`config.mk`:
```
export PLATFORM = sky130hd
export DESIGN_NAME = uart_rx_deserializer
export DESIGN_NICKNAME = d
export VERILOG_FILES = /design/src/rtl/uart_pkg.sv /design/src/rtl/uart_rx_sync.sv /design/src/rtl/uart_rx_deserializer.sv
export SDC_FILE = /design/constraint.sdc
export NUM_CORES = 1
export LEC_CHECK = 0
export ABC_AREA = 0
export CAP_MARGIN = 20
export CORE_ASPECT_RATIO = 0.9
export CORE_UTILIZATION = 49
export CTS_CLUSTER_DIAMETER = 60
export DETAILED_ROUTE_END_ITERATION = 12
export PLACE_DENSITY = 0.77
export REMOVE_ABC_BUFFERS = 1
export SLEW_MARGIN = 10
export SYNTH_ARGS = -nofsm -noshare
export SYNTH_HDL_FRONTEND = slang
export SYNTH_SLANG_ARGS = --single-unit
```
`constraint.sdc`:
```
create_clock -name clk -period 1.6 [get_ports clk]
set_input_delay 0.48 -clock clk [delete_from_list [all_inputs] [get_ports clk]]
set_output_delay 0.48 -clock clk [all_outputs]
set_load 0.01 [all_outputs]
```
`src/rtl/uart_pkg.sv`:
```
// Shared UART receive definitions: FSM encoding, oversampling
// defaults and the mid-bit vote window.
package uart_pkg;

  localparam int OVERSAMPLE_DEF = 16;

  localparam logic [2:0] S_IDLE  = 3'd0;
  localparam logic [2:0] S_START = 3'd1;
  localparam logic [2:0] S_DATA  = 3'd2;
  localparam logic [2:0] S_STOP  = 3'd3;
  localparam logic [2:0] S_BRK   = 3'd4;

  localparam int VOTE_PRE  = 1;
  localparam int VOTE_POST = 1;

  function automatic logic maj3(
    input logic a,
    input logic b,
    input logic c
  );
    return (a & b) | (a & c) | (b & c);
  endfunction

endpackage

```
`src/rtl/uart_rx_sync.sv`:
```
// Two-flop synchronizer for the asynchronous RX line.
// Flops reset to RST_VAL so the line reads idle out of reset.
module uart_rx_sync #(
  parameter logic RST_VAL = 1'b1
) (
  input  logic clk,
  input  logic reset,
  input  logic d_i,
  output logic q_o
);

  logic [1:0] ff_q;

  always_ff @(posedge clk) begin
    if (reset) ff_q <= {2{RST_VAL}};
    else       ff_q <= {ff_q[0], d_i};
  end

  assign q_o = ff_q[1];

endmodule

```
`src/rtl/uart_rx_deserializer.sv`:
```
// UART receive deserializer: oversampled start detect, 2-of-3 mid-bit
// voting, LSB-first assembly and valid/ready delivery to the RX FIFO.
module uart_rx_deserializer
  import uart_pkg::*;
#(
  parameter int DATA_BITS  = 8,
  parameter int OVERSAMPLE = OVERSAMPLE_DEF
) (
  input  logic                 clk,
  input  logic                 reset,
  input  logic                 baud_x16_tick,
  input  logic                 rx_en,
  input  logic                 rx,
  output logic [DATA_BITS-1:0] data_out,
  output logic                 data_valid,
  input  logic                 data_ready,
  output logic                 frame_err,
  output logic                 break_det,
  output logic                 overrun,
  output logic                 busy
);

  localparam int CW = $clog2(OVERSAMPLE);
  localparam int BW = $clog2(DATA_BITS);

  localparam logic [CW-1:0] C_LAST = CW'(OVERSAMPLE - 1);
  localparam logic [CW-1:0] C_V0   = CW'(OVERSAMPLE / 2 - VOTE_PRE);
  localparam logic [CW-1:0] C_V1   = CW'(OVERSAMPLE / 2);
  localparam logic [CW-1:0] C_V2   = CW'(OVERSAMPLE / 2 + VOTE_POST);
  localparam logic [BW-1:0] B_LAST = BW'(DATA_BITS - 1);

  logic                 rx_s;
  logic [2:0]           state_q, state_d;
  logic [CW-1:0]        cnt_q, cnt_d;
  logic [BW-1:0]        bitidx_q, bitidx_d;
  logic [DATA_BITS-1:0] sr_q, sr_d;
  logic [1:0]           vote_q, vote_d;
  logic [DATA_BITS-1:0] dout_q, dout_d;
  logic                 valid_q, valid_d;
  logic                 fe_q, fe_d;
  logic                 brk_q, brk_d;
  logic                 ovr_q, ovr_d;
  logic                 bit_v;
  logic                 deliver;
  logic                 fe_new;

  uart_rx_sync #(
    .RST_VAL(1'b1)
  ) u_sync (
    .clk  (clk),
    .reset(reset),
    .d_i  (rx),
    .q_o  (rx_s)
  );

  always_comb begin
    state_d  = state_q;
    cnt_d    = cnt_q;
    bitidx_d = bitidx_q;
    sr_d     = sr_q;
    vote_d   = vote_q;
    dout_d   = dout_q;
    valid_d  = valid_q;
    fe_d     = fe_q;
    brk_d    = 1'b0;
    ovr_d    = 1'b0;
    deliver  = 1'b0;
    fe_new   = 1'b0;
    bit_v    = maj3(vote_q[0], vote_q[1], rx_s);

    if (baud_x16_tick) begin
      if (cnt_q == C_V0) vote_d[0] = rx_s;
      if (cnt_q == C_V1) vote_d[1] = rx_s;
      unique case (state_q)
        S_IDLE: begin
          if (rx_en && !rx_s) begin
            state_d = S_START;
            cnt_d   = '0;
          end
        end
        S_START: begin
          cnt_d = cnt_q + 1'b1;
          if (cnt_q == C_V2 && bit_v) begin
            state_d = S_IDLE;
            cnt_d   = '0;
          end else if (cnt_q == C_LAST) begin
            state_d  = S_DATA;
            bitidx_d = '0;
          end
        end
        S_DATA: begin
          cnt_d = cnt_q + 1'b1;
          if (cnt_q == C_V2)
            sr_d = {bit_v, sr_q[DATA_BITS-1:1]};
          if (cnt_q == C_LAST) begin
            if (bitidx_q == B_LAST) state_d = S_STOP;
            else bitidx_d = bitidx_q + 1'b1;
          end
        end
        S_STOP: begin
          cnt_d = cnt_q + 1'b1;
          // Resolve at the vote so a back-to-back start is not missed.
          if (cnt_q == C_V2) begin
            state_d = S_IDLE;
            cnt_d   = '0;
            if (bit_v) begin
              deliver = 1'b1;
            end else if (sr_q == '0) begin
              brk_d   = 1'b1;
              state_d = S_BRK;
            end else begin
              deliver = 1'b1;
              fe_new  = 1'b1;
            end
          end
        end
        S_BRK: begin
          if (rx_s) begin
            state_d = S_IDLE;
            cnt_d   = '0;
          end
        end
        default: begin
          state_d = S_IDLE;
          cnt_d   = '0;
        end
      endcase
    end

    if (!rx_en) begin
      state_d = S_IDLE;
      cnt_d   = '0;
      deliver = 1'b0;
      brk_d   = 1'b0;
    end

    if (valid_q && data_ready) valid_d = 1'b0;

    // A same-cycle accept frees the slot, so the new frame replaces it.
    if (deliver) begin
      if (!valid_q || data_ready) begin
        valid_d = 1'b1;
        dout_d  = sr_q;
        fe_d    = fe_new;
      end else begin
        ovr_d = 1'b1;
      end
    end
  end

  always_ff @(posedge clk) begin
    if (reset) begin
      state_q  <= S_IDLE;
      cnt_q    <= '0;
      bitidx_q <= '0;
      sr_q     <= '0;
      vote_q   <= '0;
      dout_q   <= '0;
      valid_q  <= 1'b0;
      fe_q     <= 1'b0;
      brk_q    <= 1'b0;
      ovr_q    <= 1'b0;
    end else begin
      state_q  <= state_d;
      cnt_q    <= cnt_d;
      bitidx_q <= bitidx_d;
      sr_q     <= sr_d;
      vote_q   <= vote_d;
      dout_q   <= dout_d;
      valid_q  <= valid_d;
      fe_q     <= fe_d;
      brk_q    <= brk_d;
      ovr_q    <= ovr_d;
    end
  end

  assign data_out   = dout_q;
  assign data_valid = valid_q;
  assign frame_err  = fe_q;
  assign break_det  = brk_q;
  assign overrun    = ovr_q;
  assign busy       = (state_q != S_IDLE);

endmodule

```
==> results.ini <==
[status]
status=complete, but fails checks
violations=setup timing

[synth]
ys_seq_area_share_pct=40.9
synth_top_flop_cell=dfxtp_1
synth-seq-cells=34
syn_avg_cell_area_um2=9.00
synth_cells=185
yosysWarnings=0
netlist_area_mm2=0.00167
synth_edf_count=0
synthDistinctLibCells=41
synthArstFlopShare_pct=0

[finish]
drive_gt1_share_pct=32.2
finish.utilization_pct=74.0
final_cells=284
final_nets=252
area_growth_pct=39.4
post-route-cell-area_mm2=0.00232
diodes=0

[flow_run]
max-cap-violations=0

[timing]
fin_skew_ns=0.0125
min_period_ns=1.82
whs_ns=0.411
finalSetupViolCount=14
fin_crit_sh_pct=113
timing.fmax_ghz=0.551
rsz0062_at_grt=yes
layout_setup_ws_ns=-0.216
slew_headroom_pct=70.6
drv_slew=0
final_hold_viol_count=0
tightest_slew_ns=0.439

[pwr]
total_leakage_power_nw=1.01
ir_worst_vdd_uv=694
power.internal_mw=1.23
swShare_pct=22.0
p_sw_mw=0.347
power_mw=1.58
power_frac_seq_pct=53.8
powerDensity_mw_per_mm2=679
p_clk_share_pct=41.9
combPwrFrac_pct=4.4

[placed_design]
hpwl_um=2900
place_congestion=0.923
dpl_cell_area_mm2=0.00213
dp_cells=272
io_buffers=18

[worst_setup_path]
path_max_fanout=7
startpoint_type=flip-flop
crit_required_ns=1.81
critPathKind=reg -> reg
arrival_ns=2.02
reg2regPathDepth=5
end_kind=flip-flop

[routing]
vias=1558
wl_um=4280
post_drt_wl_per_cell_um=15.1
drtIter0Drc=83
via_per_inst=5.49
drcViolationCount=0
drt_pre_antenna_iters=4
ant_nets=0

[global_route]
grt_overflow=0
grt_pass1_vias=1536
grt_max_degree=16
grt_pass1_wl_um=6840
grt_antenna_before_repair=0
grtUsageTotal_pct=24.8

[clocking]
h-tree-depth=2
cts.sinks=34
tritoncts=done
clock_path_buffers=2
cts_buffers=5
root_buffer=clkbuf_8
cts_hold_buf=0
clkLatencyLatePin_ns=0.29
clk_pin_slew_ns=0.07

[floorplan]
die_h_um=57.3
start_util_pct=53.1
ioPinCount=19
rows=19
core-area_mm2=0.00314
die_x_um=63.5
die-area_mm2=0.00364

[hold_path]
hold_depth=1
min_path_type=reg -> reg

## repair_timing
item / CTS / global route
resized for setup: 34 / 12
pin swaps: 8 / 9
setup buffers: 5 / 1
cloned: 0 / 0
endpoints found under the setup margin: 29 / 28
## final timing paths
| check | slack [ns] | end | from |
|---|---|---|---|
| worst max-delay path | -0.22 | data_out[2]$_SDFFE_PP0P_ | sr_q[6]$_SDFFE_PP0P_ |
| worst min-delay path | 0.41 | u_sync.ff_q[1]$_SDFF_PP1_ | u_sync.ff_q[0]$_SDFF_PP1_ |
| worst max register to register | -0.22 | data_out[2]$_SDFFE_PP0P_ | sr_q[6]$_SDFFE_PP0P_ |
| worst min register to register | 0.41 | u_sync.ff_q[1]$_SDFF_PP1_ | u_sync.ff_q[0]$_SDFF_PP1_ |
## cells in the final DEF, fill, tap and decap left out, types with 5 or more instances in the layout
cell type | Yosys | final
o21ai_0 | 9 | 9
clkbuf_8 | 0 | 6
nand4_1 | 5 | 5
mux2i_1 | 16 | 14
buf_4 | 0 | 39
dlygate4sd2_1 | 0 | 13
nand2b_1 | 20 | 20
dfxtp_1 | 34 | 28
nor2_1 | 9 | 9
nand3b_1 | 5 | 5
nand2_1 | 16 | 16
a21oi_1 | 13 | 12
## power by group through the flow
stage | clock [mW] | sequential, mW | combinational [mW]
floorplan | 0 | 0.870 | 0.0210
global placement | 0 | 0.870 | 0.0618
detailed placement | 0 | 0.870 | 0.0642
CTS | 0.669 | 0.849 | 0.0672
global route | 0.699 | 0.848 | 0.0740
finish | 0.660 | 0.848 | 0.0686
## flip-flops by register name, summed over array words and instances, names as in the netlist
| name | count |
|---|---|
| bitidx_q | 3 |
| frame_err | 1 |
| break_det | 1 |
| vote_q | 2 |
| data_valid | 1 |
| state_q | 3 |
| sr_q | 8 |
| overrun | 1 |
| u_sync.ff_q | 2 |
| data_out | 8 |
| cnt_q | 4 |
## per-layer routing
layer	GRT usage (%)	vias up	routed length (um)
met5	0	-	0
met4	10.4	0	102
li1	-	767	-
met2	42.6	48	2080
met3	6.00	13	231
met1	29.8	730	1860
## critical path, stage by stage (launching register included)
cell and delay, ns:
dfxtp_1 0.31, or4_4 0.54, or2_4 0.27, o2111a_1 0.28
buf_6 0.16, mux2i_1 0.17
## synth_stat cells, types with 2 or more instances
master / n / share of area, %
a31oi_1: 2 / 0.75
nor2b_1: 3 / 1.1
ha_1: 5 / 3.8
mux2i_1: 16 / 9.6
clkbuf_1: 7 / 1.6
dfxtp_1: 34 / 41
nor2_1: 9 / 2.0
or3_1: 2 / 0.75
a21oi_1: 13 / 3.9
nand2_1: 16 / 3.6
or4_1: 2 / 0.90
nand4b_1: 4 / 2.1
nand3b_1: 5 / 2.3
inv_1: 2 / 0.45
nor3_1: 4 / 1.2
or3b_2: 2 / 1.1
nand4_1: 5 / 1.9
o21ai_0: 9 / 2.7
nand2b_1: 20 / 7.5
or2_2: 2 / 0.75
buf_2: 3 / 0.90
## metrics by stage
| stage | setup TNS, ns | setup WS, ns |
|---|---|---|
| after floorplan | -1.80 | -0.172 |
| after global placement | -7.74 | -0.518 |
| after detailed placement | -9.44 | -0.618 |
| after CTS | -1.55 | -0.166 |
| after global routing | -2.58 | -0.254 |
| final | -2.08 | -0.216 |
## cell type report
| class | instances | area [um2] |
|---|---|---|
| Clock buffer | 7 | 86.3 |
| Clock inverter | 1 | 5.00 |
| Fill cell | 238 | 816 |
| Inverter | 2 | 7.51 |
| Multi-Input combinational cell | 138 | 990 |
| Sequential cell | 34 | 693 |
| Tap cell | 42 | 52.6 |
| Timing Repair Buffer | 60 | 488 |
## kinds of logic after synthesis
logic type / count (synthesis) / synth area share [%]
and+or+nand+nor: 84 / 30.1
AOI/OAI and AO/OA: 31 / 10.8
muxes: 17 / 10.3
DFF: 34 / 40.9
buffers and inverters: 13 / 3.61
adders and majority gates: 6 / 4.36
No activity file was read; power rests on OpenSTA's default activity.
==> patch (same settings) <==
Set the package constant `OVERSAMPLE_DEF` to 8 (it was 16).
--- a/src/rtl/uart_pkg.sv
+++ b/src/rtl/uart_pkg.sv
@@ -4,3 +4,3 @@
 
-  localparam int OVERSAMPLE_DEF = 16;
+  localparam int OVERSAMPLE_DEF = 8;
 
Behaviour: not the same (a bounded check fails within 10 cycles, from zero or initial values and one cycle with reset high).
==> patch against the original RTL <==
- the run still ends with negative setup slack left
- power shrank 7.3%
- setup slack better by 0.042 ns
- die area down 6.1%
- critical endpoint is now bitidx_q[0]$_SDFFE_PP0P_
- utilization grew 8.9 points
- sequential cell count decreased by 1
- synthesized area down 6.3%
- largest power group unchanged
- cell area grew 8.6%
- wire length grew 13%
==> patch: results (changes against the original RTL) <==
logic_synthesis:
  ys_top_cells_by_count: "dfxtp_1, nand2b_1, nand2_1, a21oi_1, mux2i_1"
  postSynthCellCount: 174  # -5.9%
  synth-compound-area-share_pct: 13.79  # +3.0 points
  synthMuxAreaShare_pct: 7.698  # -2.6 points
  synthTopCellsByArea: "dfxtp_1, mux2i_1, nand2b_1"
  ys_seq_area_share_pct: 42.34  # +1.5 points
worst_setup_path:
  critPathMaxStageDelay_ns: 0.40  # -0.14 ns
  rr_worst_depth: 7  # +2
  path_max_fanout: 3  # -4
  r2r-end: "bitidx_q[0]$_SDFFE_PP0P_"
  startpoint: "bitidx_q[1]$_SDFFE_PP0P_"
global_routing:
  grt_pass1_wl_um: 6934  # +1.4%
  grt_start_max_net_pins: 35  # +19
  grt_util_all_layers_pct: 27.60  # +2.8 points
final_layout:
  layout.nets: 257  # +2.0%
  finalNonFillerCells: 287  # +1.1%
  drive_above_1_share_pct: 46.94  # +15 points
timing:
  setup_tns_ns: -1.749  # +0.3338 ns
  layout_setup_ws_ns: -0.1739  # +0.04194 ns
  final-setup-viol-count: 19  # +5
run_status:
  status: "complete, but fails checks"
  violations: "negative setup slack"
detailed_routing:
  avgViaCountPerCell: 5.474  # -0.22%
  routedWlPerCell_um: 16.85  # +12%
place:
  dp_hpwl_um: 2741  # -5.4%
cts:
  clk_latency_ns: 0.35  # +0.06 ns
  cts.clk_slew.worst_paths_ns: 0.10  # +0.03 ns
[patch: cell count changes in the layout (fill, tap and decap cells not counted), sizes merged, moves of 3 or more]
| cell | delta |
|---|---|
| nor2 | -4 |
| mux2i | -4 |
| inv | +4 |
| nand4 | -3 |
| nand4b | -4 |
| nand3b | -5 |
| nand3 | +4 |
| buf | +9 |
[patch: cell type report]
class,instances,area [um^2]
Clock buffer,7,65.06
Clock inverter,1,5.005
Fill cell,198,520.5
Inverter,6,22.52
Multi-Input combinational cell,128,1077
Sequential cell,33,688.2
Tap cell,42,52.55
Timing Repair Buffer,70,611.8
[patch: cells by family (layout without fill, tap and decap cells)]
logic type      after synthesis  in the layout
simple gates                 70             71
compound gates               37             37
flops                        33             33
buf+inv                      14             84
mux                          12             12
fa+ha+maj                     8              8
[patch: what timing repair did]
item,in CTS,in global routing
gates resized for setup,52,44
endpoints found under the setup margin,34,26
pin swaps,8,14
setup buffers,3,8
cloned,1,1
[patch: report_power, final]
group	total (mW)	switching, mW	leakage [nW]	internal [mW]
logic	0.0958	0.0448	0.713	0.0510
clock network	0.544	0.289	0.0413	0.254
registers	0.821	0.00449	0.273	0.817
total	1.46	0.339	1.03	1.12
[patch: stage by stage]
step | setup slack [ns] | cell area (um^2)
floorplan | -0.2372 | 1519
global route | -0.2353 | 2522
global placement | -0.5724 | 2072
detailed placement | -0.6074 | 2072
finish | -0.1739 | 2522
CTS | -0.1971 | 2266
[patch: metal layers]
metal	part of all wire (%)	track usage, %	vias up
met4	3.5	12.70	0
met2	52	41.01	46
met3	3.8	9.602	16
met1	41	35.25	747
met5	0	0	-
li1	-	-	762
[patch: worst max-delay path by stage]
stage	endpoint	slack, ns
final	bitidx_q[0]$_SDFFE_PP0P_	-0.17
after detailed placement	state_q[2]$_SDFFE_PP0P_	-0.61
after global routing	bitidx_q[0]$_SDFFE_PP0P_	-0.24
after global placement	state_q[2]$_SDFFE_PP0P_	-0.57
after CTS	bitidx_q[0]$_SDFFE_PP0P_	-0.20
after floorplan	bitidx_q[1]$_SDFFE_PP0P_	-0.24
[patch: worst max-delay path: cells and delay by family, from the launching register on]
family	cells	cell delay (ns)
AOI/OAI and AO/OA	2	0.24
adders and majority gates	2	0.33
DFF	1	0.35
buffers and inverters	1	0.17
and+or+nand+nor	2	0.63
